**src/rtl/jtag_command_sequencer.sv**
```systemverilog
// -----------------------------------------------------------------------------
// jtag_command_sequencer
//
// Takes the instruction/data stream of the JTAG-UART decoder and drives the SLM
// controller's configuration registers, frame-transfer launch and display
// sequence trigger. Multi-byte operands are gathered little-endian into a
// shadow register and committed in a single cycle so downstream blocks never
// see a half-written value.
//
// Optional feature macro: SEQ_TIMEOUT_EN
//   defined   -> inter-byte timeout of TIMEOUT_CYCLES clocks while waiting for
//                operand/arm bytes; expiry moves to S_ERROR without a commit.
//   undefined -> no timeout; the block waits for bytes indefinitely.
//
// Ports
//   iCLK, iRST                 clock, synchronous active-high reset
//   iNEW_INSTR, iINSTR         pending instruction flag and 7-bit code
//   iNEW_DATA, iDATA           pending data flag and byte
//   oACK_INSTR, oACK_DATA      combinational consume strobes back to decoder
//   oIDLE_TO_TAKE_COMMAND      high in S_IDLE / S_ERROR
//   oERROR                     high in S_ERROR
//   oOFFSET_H/V, oDISPLAY_CYC,
//   oGALVO_X/Y                 committed configuration registers
//   oCFG_UPDATE                one-hot commit pulse {gy, gx, disp, off_v, off_h}
//   oSEQ_TRIGGER               one-cycle display sequence start
//   oXFER_START/MULTI/FRAME    transfer launch, mode and frame field
//   oXFER_DATA/_VALID          pixel byte stream to the SDRAM writer
//   iXFER_READY, iXFER_DONE    writer back-pressure and completion pulse
//
// state      | meaning
// -----------+---------------------------------------------------------------
// S_IDLE     | ready for a command; data bytes left pending with decoder
// S_ERROR    | bad/unknown/out-of-place instruction; waits for INSTRUCTION_ACK
// S_COLLECT  | gathering operand bytes into the shadow register
// S_COMMIT   | one cycle: shadow -> target register, commit pulse
// S_XFER_ARM | waiting for the frame count / frame id byte
// S_XFER     | forwarding pixel bytes until the writer reports done
// -----------------------------------------------------------------------------
module jtag_command_sequencer #(
    parameter int TIMEOUT_CYCLES = 50_000_000
) (
    input  logic        iCLK,
    input  logic        iRST,
    input  logic        iNEW_INSTR,
    input  logic [6:0]  iINSTR,
    input  logic        iNEW_DATA,
    input  logic [7:0]  iDATA,
    output logic        oACK_INSTR,
    output logic        oACK_DATA,
    output logic        oIDLE_TO_TAKE_COMMAND,
    output logic        oERROR,
    output logic [15:0] oOFFSET_H,
    output logic [15:0] oOFFSET_V,
    output logic [23:0] oDISPLAY_CYC,
    output logic [15:0] oGALVO_X,
    output logic [15:0] oGALVO_Y,
    output logic [4:0]  oCFG_UPDATE,
    output logic        oSEQ_TRIGGER,
    output logic        oXFER_START,
    output logic        oXFER_MULTI,
    output logic [5:0]  oXFER_FRAME,
    output logic [7:0]  oXFER_DATA,
    output logic        oXFER_DATA_VALID,
    input  logic        iXFER_READY,
    input  logic        iXFER_DONE
);

    // Instruction codes shared with the JTAG-UART decoder.
    localparam logic [6:0] C_ST_IDLE   = 7'h00;
    localparam logic [6:0] C_ST_ERROR  = 7'h01;
    localparam logic [6:0] C_INSTR_ACK = 7'h02;
    localparam logic [6:0] C_OFF_H     = 7'h10;
    localparam logic [6:0] C_OFF_V     = 7'h11;
    localparam logic [6:0] C_DISP_CYC  = 7'h12;
    localparam logic [6:0] C_GALVO_X   = 7'h13;
    localparam logic [6:0] C_GALVO_Y   = 7'h14;
    localparam logic [6:0] C_SEQ_TRIG  = 7'h20;
    localparam logic [6:0] C_RAM_MULTI = 7'h30;
    localparam logic [6:0] C_RAM_SINGLE= 7'h31;

    // Counter width is derived from TIMEOUT_CYCLES; values below 2 would give
    // a zero-width counter.
    if (TIMEOUT_CYCLES < 2) begin : g_bad_timeout
        $error("TIMEOUT_CYCLES must be at least 2");
    end

    typedef enum logic [2:0] {
        S_IDLE,
        S_ERROR,
        S_COLLECT,
        S_COMMIT,
        S_XFER_ARM,
        S_XFER
    } state_t;

    state_t      r_state;
    state_t      w_state_nxt;
    state_t      w_cmd_state;

    logic [23:0] r_shadow;
    logic [1:0]  r_byte_cnt;
    logic [1:0]  r_last_idx;
    logic [2:0]  r_target;
    logic        r_multi;

    logic        w_data_ok;
    logic        w_ack_data;
    logic        w_commit;
    logic        w_run;
    logic        w_cmd_valid;
    logic        w_cmd_go;
    logic [2:0]  w_cmd_target;
    logic [1:0]  w_cmd_last;
    logic        w_cmd_multi;
    logic        w_cmd_seq;
    logic        w_timeout;

    // A pending instruction always blocks data so the instruction wins a tie.
    assign w_data_ok             = iNEW_DATA && !iNEW_INSTR;
    assign oACK_INSTR            = iNEW_INSTR;
    assign oACK_DATA             = w_ack_data;
    assign oIDLE_TO_TAKE_COMMAND = (r_state == S_IDLE) || (r_state == S_ERROR);
    assign oERROR                = (r_state == S_ERROR);

`ifdef SEQ_TIMEOUT_EN
    localparam int TO_W = $clog2(TIMEOUT_CYCLES);
    localparam logic [TO_W-1:0] TO_RELOAD = TO_W'(TIMEOUT_CYCLES - 1);

    logic [TO_W-1:0] r_to_cnt;
    logic            w_waiting;

    assign w_waiting = (r_state == S_COLLECT) || (r_state == S_XFER_ARM);
    assign w_timeout = w_waiting && (r_to_cnt == '0);

    // Down-counter reloaded on entry and on every consumed byte; terminal
    // count reached after TIMEOUT_CYCLES clocks of silence.
    always_ff @(posedge iCLK) begin
        if (iRST) begin
            r_to_cnt <= TO_RELOAD;
        end else if (w_cmd_go || w_ack_data) begin
            r_to_cnt <= TO_RELOAD;
        end else if (w_waiting && (r_to_cnt != '0)) begin
            r_to_cnt <= r_to_cnt - 1'b1;
        end
    end
`else
    assign w_timeout = 1'b0;
`endif

    always_comb begin
        w_state_nxt  = r_state;
        w_ack_data   = 1'b0;
        w_commit     = 1'b0;
        w_run        = !iNEW_INSTR;
        w_cmd_valid  = 1'b0;
        w_cmd_go     = 1'b0;
        w_cmd_state  = S_IDLE;
        w_cmd_target = 3'd0;
        w_cmd_last   = 2'd0;
        w_cmd_multi  = 1'b0;
        w_cmd_seq    = 1'b0;

        if (iNEW_INSTR) begin
            case (iINSTR)
                C_ST_IDLE:   w_state_nxt = S_IDLE;
                C_ST_ERROR:  w_state_nxt = S_ERROR;
                C_INSTR_ACK: begin
                    // Outside S_ERROR the ack is a no-op and normal work goes on.
                    if (r_state == S_ERROR) w_state_nxt = S_IDLE;
                    else                    w_run       = 1'b1;
                end
                C_OFF_H: begin
                    w_cmd_valid = 1'b1; w_cmd_state = S_COLLECT;
                    w_cmd_target = 3'd0; w_cmd_last = 2'd1;
                end
                C_OFF_V: begin
                    w_cmd_valid = 1'b1; w_cmd_state = S_COLLECT;
                    w_cmd_target = 3'd1; w_cmd_last = 2'd1;
                end
                C_DISP_CYC: begin
                    w_cmd_valid = 1'b1; w_cmd_state = S_COLLECT;
                    w_cmd_target = 3'd2; w_cmd_last = 2'd2;
                end
                C_GALVO_X: begin
                    w_cmd_valid = 1'b1; w_cmd_state = S_COLLECT;
                    w_cmd_target = 3'd3; w_cmd_last = 2'd1;
                end
                C_GALVO_Y: begin
                    w_cmd_valid = 1'b1; w_cmd_state = S_COLLECT;
                    w_cmd_target = 3'd4; w_cmd_last = 2'd1;
                end
                C_SEQ_TRIG: begin
                    w_cmd_valid = 1'b1; w_cmd_state = S_IDLE; w_cmd_seq = 1'b1;
                end
                C_RAM_MULTI: begin
                    w_cmd_valid = 1'b1; w_cmd_state = S_XFER_ARM; w_cmd_multi = 1'b1;
                end
                C_RAM_SINGLE: begin
                    w_cmd_valid = 1'b1; w_cmd_state = S_XFER_ARM;
                end
                default:     w_state_nxt = S_ERROR;
            endcase

            if (w_cmd_valid) begin
                if (r_state == S_IDLE) begin
                    w_cmd_go    = 1'b1;
                    w_state_nxt = w_cmd_state;
                end else begin
                    w_state_nxt = S_ERROR;
                end
            end
        end

        if (w_run) begin
            case (r_state)
                S_COLLECT: begin
                    if (w_data_ok) begin
                        w_ack_data = 1'b1;
                        if (r_byte_cnt == r_last_idx) w_state_nxt = S_COMMIT;
                    end else if (w_timeout) begin
                        w_state_nxt = S_ERROR;
                    end
                end
                S_COMMIT: begin
                    w_commit    = 1'b1;
                    w_state_nxt = S_IDLE;
                end
                S_XFER_ARM: begin
                    if (w_data_ok) begin
                        w_ack_data  = 1'b1;
                        w_state_nxt = S_XFER;
                    end else if (w_timeout) begin
                        w_state_nxt = S_ERROR;
                    end
                end
                S_XFER: begin
                    w_ack_data = w_data_ok && iXFER_READY;
                    if (iXFER_DONE) w_state_nxt = S_IDLE;
                end
                default: ;
            endcase
        end
    end

    always_ff @(posedge iCLK) begin
        if (iRST) begin
            r_state          <= S_IDLE;
            r_shadow         <= '0;
            r_byte_cnt       <= '0;
            r_last_idx       <= '0;
            r_target         <= '0;
            r_multi          <= 1'b0;
            oOFFSET_H        <= '0;
            oOFFSET_V        <= '0;
            oDISPLAY_CYC     <= '0;
            oGALVO_X         <= '0;
            oGALVO_Y         <= '0;
            oCFG_UPDATE      <= '0;
            oSEQ_TRIGGER     <= 1'b0;
            oXFER_START      <= 1'b0;
            oXFER_MULTI      <= 1'b0;
            oXFER_FRAME      <= '0;
            oXFER_DATA       <= '0;
            oXFER_DATA_VALID <= 1'b0;
        end else begin
            r_state          <= w_state_nxt;
            oCFG_UPDATE      <= '0;
            oSEQ_TRIGGER     <= 1'b0;
            oXFER_START      <= 1'b0;
            oXFER_DATA_VALID <= 1'b0;

            if (w_cmd_go) begin
                r_shadow     <= '0;
                r_byte_cnt   <= '0;
                r_last_idx   <= w_cmd_last;
                r_target     <= w_cmd_target;
                r_multi      <= w_cmd_multi;
                oSEQ_TRIGGER <= w_cmd_seq;
            end

            if (w_ack_data && (r_state == S_COLLECT)) begin
                case (r_byte_cnt)
                    2'd0:    r_shadow[7:0]   <= iDATA;
                    2'd1:    r_shadow[15:8]  <= iDATA;
                    default: r_shadow[23:16] <= iDATA;
                endcase
                r_byte_cnt <= r_byte_cnt + 1'b1;
            end

            if (w_commit) begin
                case (r_target)
                    3'd0:    oOFFSET_H    <= r_shadow[15:0];
                    3'd1:    oOFFSET_V    <= r_shadow[15:0];
                    3'd2:    oDISPLAY_CYC <= r_shadow;
                    3'd3:    oGALVO_X     <= r_shadow[15:0];
                    default: oGALVO_Y     <= r_shadow[15:0];
                endcase
                oCFG_UPDATE <= 5'b00001 << r_target;
            end

            if (w_ack_data && (r_state == S_XFER_ARM)) begin
                oXFER_FRAME <= iDATA[5:0];
                oXFER_MULTI <= r_multi;
                oXFER_START <= 1'b1;
            end

            if (w_ack_data && (r_state == S_XFER)) begin
                oXFER_DATA       <= iDATA;
                oXFER_DATA_VALID <= 1'b1;
            end
        end
    end

endmodule

```
**config.mk**
```make
export PLATFORM = sky130hd
export DESIGN_NAME = jtag_command_sequencer
export DESIGN_NICKNAME = d
export VERILOG_FILES = /design/src/rtl/jtag_command_sequencer.sv
export SDC_FILE = /design/constraint.sdc
export NUM_CORES = 1
export LEC_CHECK = 0
export CORE_MARGIN = 4
export CORE_UTILIZATION = 53
export DETAILED_ROUTE_END_ITERATION = 8
export PLACE_DENSITY = 0.85
export SETUP_SLACK_MARGIN = 0.05
export SLEW_MARGIN = 15
export SYNTH_ARGS = -nofsm -noshare
export SYNTH_HDL_FRONTEND = slang
export SYNTH_SLANG_ARGS = --single-unit
```
**constraint.sdc**
```tcl
create_clock -name iCLK -period 5.5 [get_ports iCLK]
set_input_delay 1.1 -clock iCLK [delete_from_list [all_inputs] [get_ports iCLK]]
set_output_delay 1.1 -clock iCLK [all_outputs]
set_load 0.01 [all_outputs]
```
==> flow_metrics.tcl <==
set metrics [dict create \
    dr.pass1.iters 5 \
    hold_slack_ns 0.455 \
    layout_min_cycle_time_ns 3.82 \
    setup_tns_ns 0 \
    crit_arrival_ns 2.72 \
    crit_chain "clkdlybuf4s50_1 > nand2b_1 > nor2_1 > clkdlybuf4s50_1" \
    grt_use_total_pct 23.9 \
    viasPerCell 5.50 \
    p_int_w 0.00166 \
    synthCells 612 \
    htree_levels 4 \
    grt_pass1_vias 4820 \
    ys.flop_type "dfxtp_1" \
    grt_setup_unrepaired "no" \
    antenna_found_initial 0 \
    antenna_cells 0 \
    critPathRequiredTime_ns 4.40 \
    dr_total_vias 4816 \
    slew_headroom_pct 31.5 \
    tightest_slew_ns 1.03 \
    holdCritPathClass "flop to flop" \
    antenna_left 0 \
    critical_path.max_fanout 8 \
    synth_area_leaders "dfxtp_1 (52%), mux2i_1 (13%), nand2_1 (6.6%)" \
    die_h_um 111 \
    cts_resized 0 \
    cts.sinks 146 \
    async_flop_share_pct 0 \
    gp_congestion 0.889 \
    coreArea_um2 10300 \
    switching_share_pct 23.7 \
    cts_root_buf "clkbuf_8" \
    rows 37 \
    cp-start-kind "primary input" \
    leakagePower_nw 2.44 \
    avgSynthCellArea_um2 9.20 \
    clk_path_buf_depth 2 \
    seq_area_frac_synth_pct 51.9 \
    power_density_nw_per_um2 290 \
    tritoncts "built" \
    peakVddDrop_v 0.000220 \
    power.share.clock_pct 48.3 \
    criticalPathCategory "primary input to output pin" \
    dieArea_um2 12300 \
    place_hpwl_um 9980 \
    yosysTopAreaCellShare_pct 51.9 \
    finalCritPeriodShare_pct 69.5 \
    power_frac_seq_pct 48.8 \
    hold_violations 0 \
    grt.overflow.total 0 \
    grt_max_degree 105 \
    max_stage_delay_ns 0.59 \
    start_util_pct 54.6 \
    p_total_w 0.00217 \
    skew_ns 0.0101 \
    nFillCells 762 \
    crit_top_cell "clkdlybuf4s50_1" \
    drc_errors 0 \
    grt_pass1_wl_um 24100 \
    yosys.area.top_type "dfxtp_1" \
    power_frac_comb_pct 2.9 \
    synth_enable_flop_cells 0 \
    drt_iter0_drc 334 \
    path_clk_slew_ns 0.07 \
    numCtsBuffers 17 \
    drv_slew 0 \
    nets 750 \
    wirelength_um 14500 \
    layout-drive-gt1-share_pct 6.35 \
    cap_violations 0 \
    fmax_ghz 0.262 \
    setup_violations 0 \
    cpLargestDelayFamily "buffers and inverters" \
    switching_power_w 0.000514 \
    outcome "complete, no violations" \
    ys_warn_count 0 \
    ys_types 43 \
    port_buffers 135 \
    ioPinCount 136 \
    synth_fp_nets 635 \
    postCtsSetupBuffers 0 \
    clk-insertion-delay-late_ns 0.52 \
    die_x_um 111 \
    synth_area_um2 5630 \
    hold_buffers 0 \
    area_delta_synth_final_pct 32.9 \
    critPathCaptureType "output pin" \
    ys_seq_elements 146 \
    wl_per_cell_um 16.6 \
    path_buf_inv 2 \
    slowest_stage "clkdlybuf4s50_1" \
]
## cell usage after synthesis, types with 3 or more instances
cell	instances
dfxtp_1	146
nand2_1	99
nor2_1	85
mux2i_1	72
a21oi_1	67
nand3_1	30
clkbuf_1	27
nor3_1	9
buf_6	7
nand2b_1	5
o21ai_0	5
inv_1	4
nor2b_1	4
nor4_1	4
nor4b_1	4
and4b_1	3
buf_1	3
buf_4	3
or3_1	3
## power groups by stage
stage                     sequential, W  clock [W]  combinational, W
final                           0.00106    0.00105         0.0000633
after detailed placement        0.00108          0         0.0000624
after global routing            0.00106    0.00111         0.0000679
after CTS                       0.00106    0.00106         0.0000625
after global placement          0.00108          0         0.0000604
after floorplan                 0.00108          0         0.0000333
## sequential cells by signal, summed over array words and instances, names as in the netlist
name and count:
oGALVO_Y 16, oDISPLAY_CYC 24, oXFER_FRAME 6, r_last_idx 2, oOFFSET_V 16, r_target 3
r_byte_cnt 2, r_shadow 24, oXFER_START 1, oXFER_DATA_VALID 1, oOFFSET_H 16, oGALVO_X 16
oSEQ_TRIGGER 1, r_state 3, oCFG_UPDATE 5, r_multi 1, oXFER_MULTI 1, oXFER_DATA 8
## per-stage QoR
stage | instances | utilization (%) | setup slack [ns] | area, µm²
after floorplan | 612 | - | 2.54 | 5630
after global routing | 876 | 72.5 | 1.62 | 7490
final | 876 | 72.5 | 1.68 | 7490
after detailed placement | 844 | 67.2 | 1.49 | 6940
after global placement | 844 | 67.2 | 1.64 | 6940
after CTS | 876 | 72.5 | 1.68 | 7490
## cells in the final DEF, fill, tap and decap left out, types with 3 or more instances in the layout
cell / n
dfxtp_1: 146
nand2_1: 99
inv_6: 6
nor2b_1: 4
nand3_1: 30
nor2_1: 85
nand2b_1: 5
and4b_1: 3
buf_4: 5
clkdlybuf4s50_1: 134
o21ai_0: 5
mux2i_1: 72
inv_1: 4
clkinvlp_4: 5
or3_1: 3
nor4b_1: 4
nor3_1: 9
a21oi_1: 67
nor4_1: 4
clkbuf_16: 16
## worst paths after layout
kind,from,depth (start not counted),slack (ns),endpoint
min reg2reg,oGALVO_Y[13],2,0.46,oGALVO_Y[13]
max reg2reg,r_state[1],5,2.64,oOFFSET_V[6]
min,oGALVO_Y[13],2,0.46,oGALVO_Y[13]
max,iNEW_INSTR,4,1.68,oACK_DATA
## worst reg2reg max path, cell delays in order, from the launching register on
cell	delay [ns]
dfxtp_1	0.50
nor2b_1	0.38
nor3b_1	0.55
and4b_1	0.92
mux2i_1	0.31
nor2_1	0.05
## cell families after synthesis
group / Yosys count / synth area share, %
buf+inv: 47 / 4.60
simple gates: 260 / 21.5
xor+xnor: 2 / 0.311
mux: 72 / 12.8
compound gates: 83 / 8.49
flops: 146 / 51.9
fa+ha+maj: 2 / 0.444
## layer usage
metal,up-vias,global-route usage (%),wire length (µm)
li1,2318,-,-
met1,2259,29.1,6040
met2,201,40.2,7130
met3,38,5.79,1030
met4,0,10.2,323
met5,-,0,0
## final cells by class
type                       count  area (µm²)  area share [%]
clock buffer                  18         428            5.72
inverter                       4        15.0           0.201
tap                          136         170            2.27
timing repair buffer         139        1380            18.4
clock inverter                14         119            1.59
multi-input combinational    419        2450            32.8
sequential                   146        2920            39.0
(Power assumes the default switching activity.)
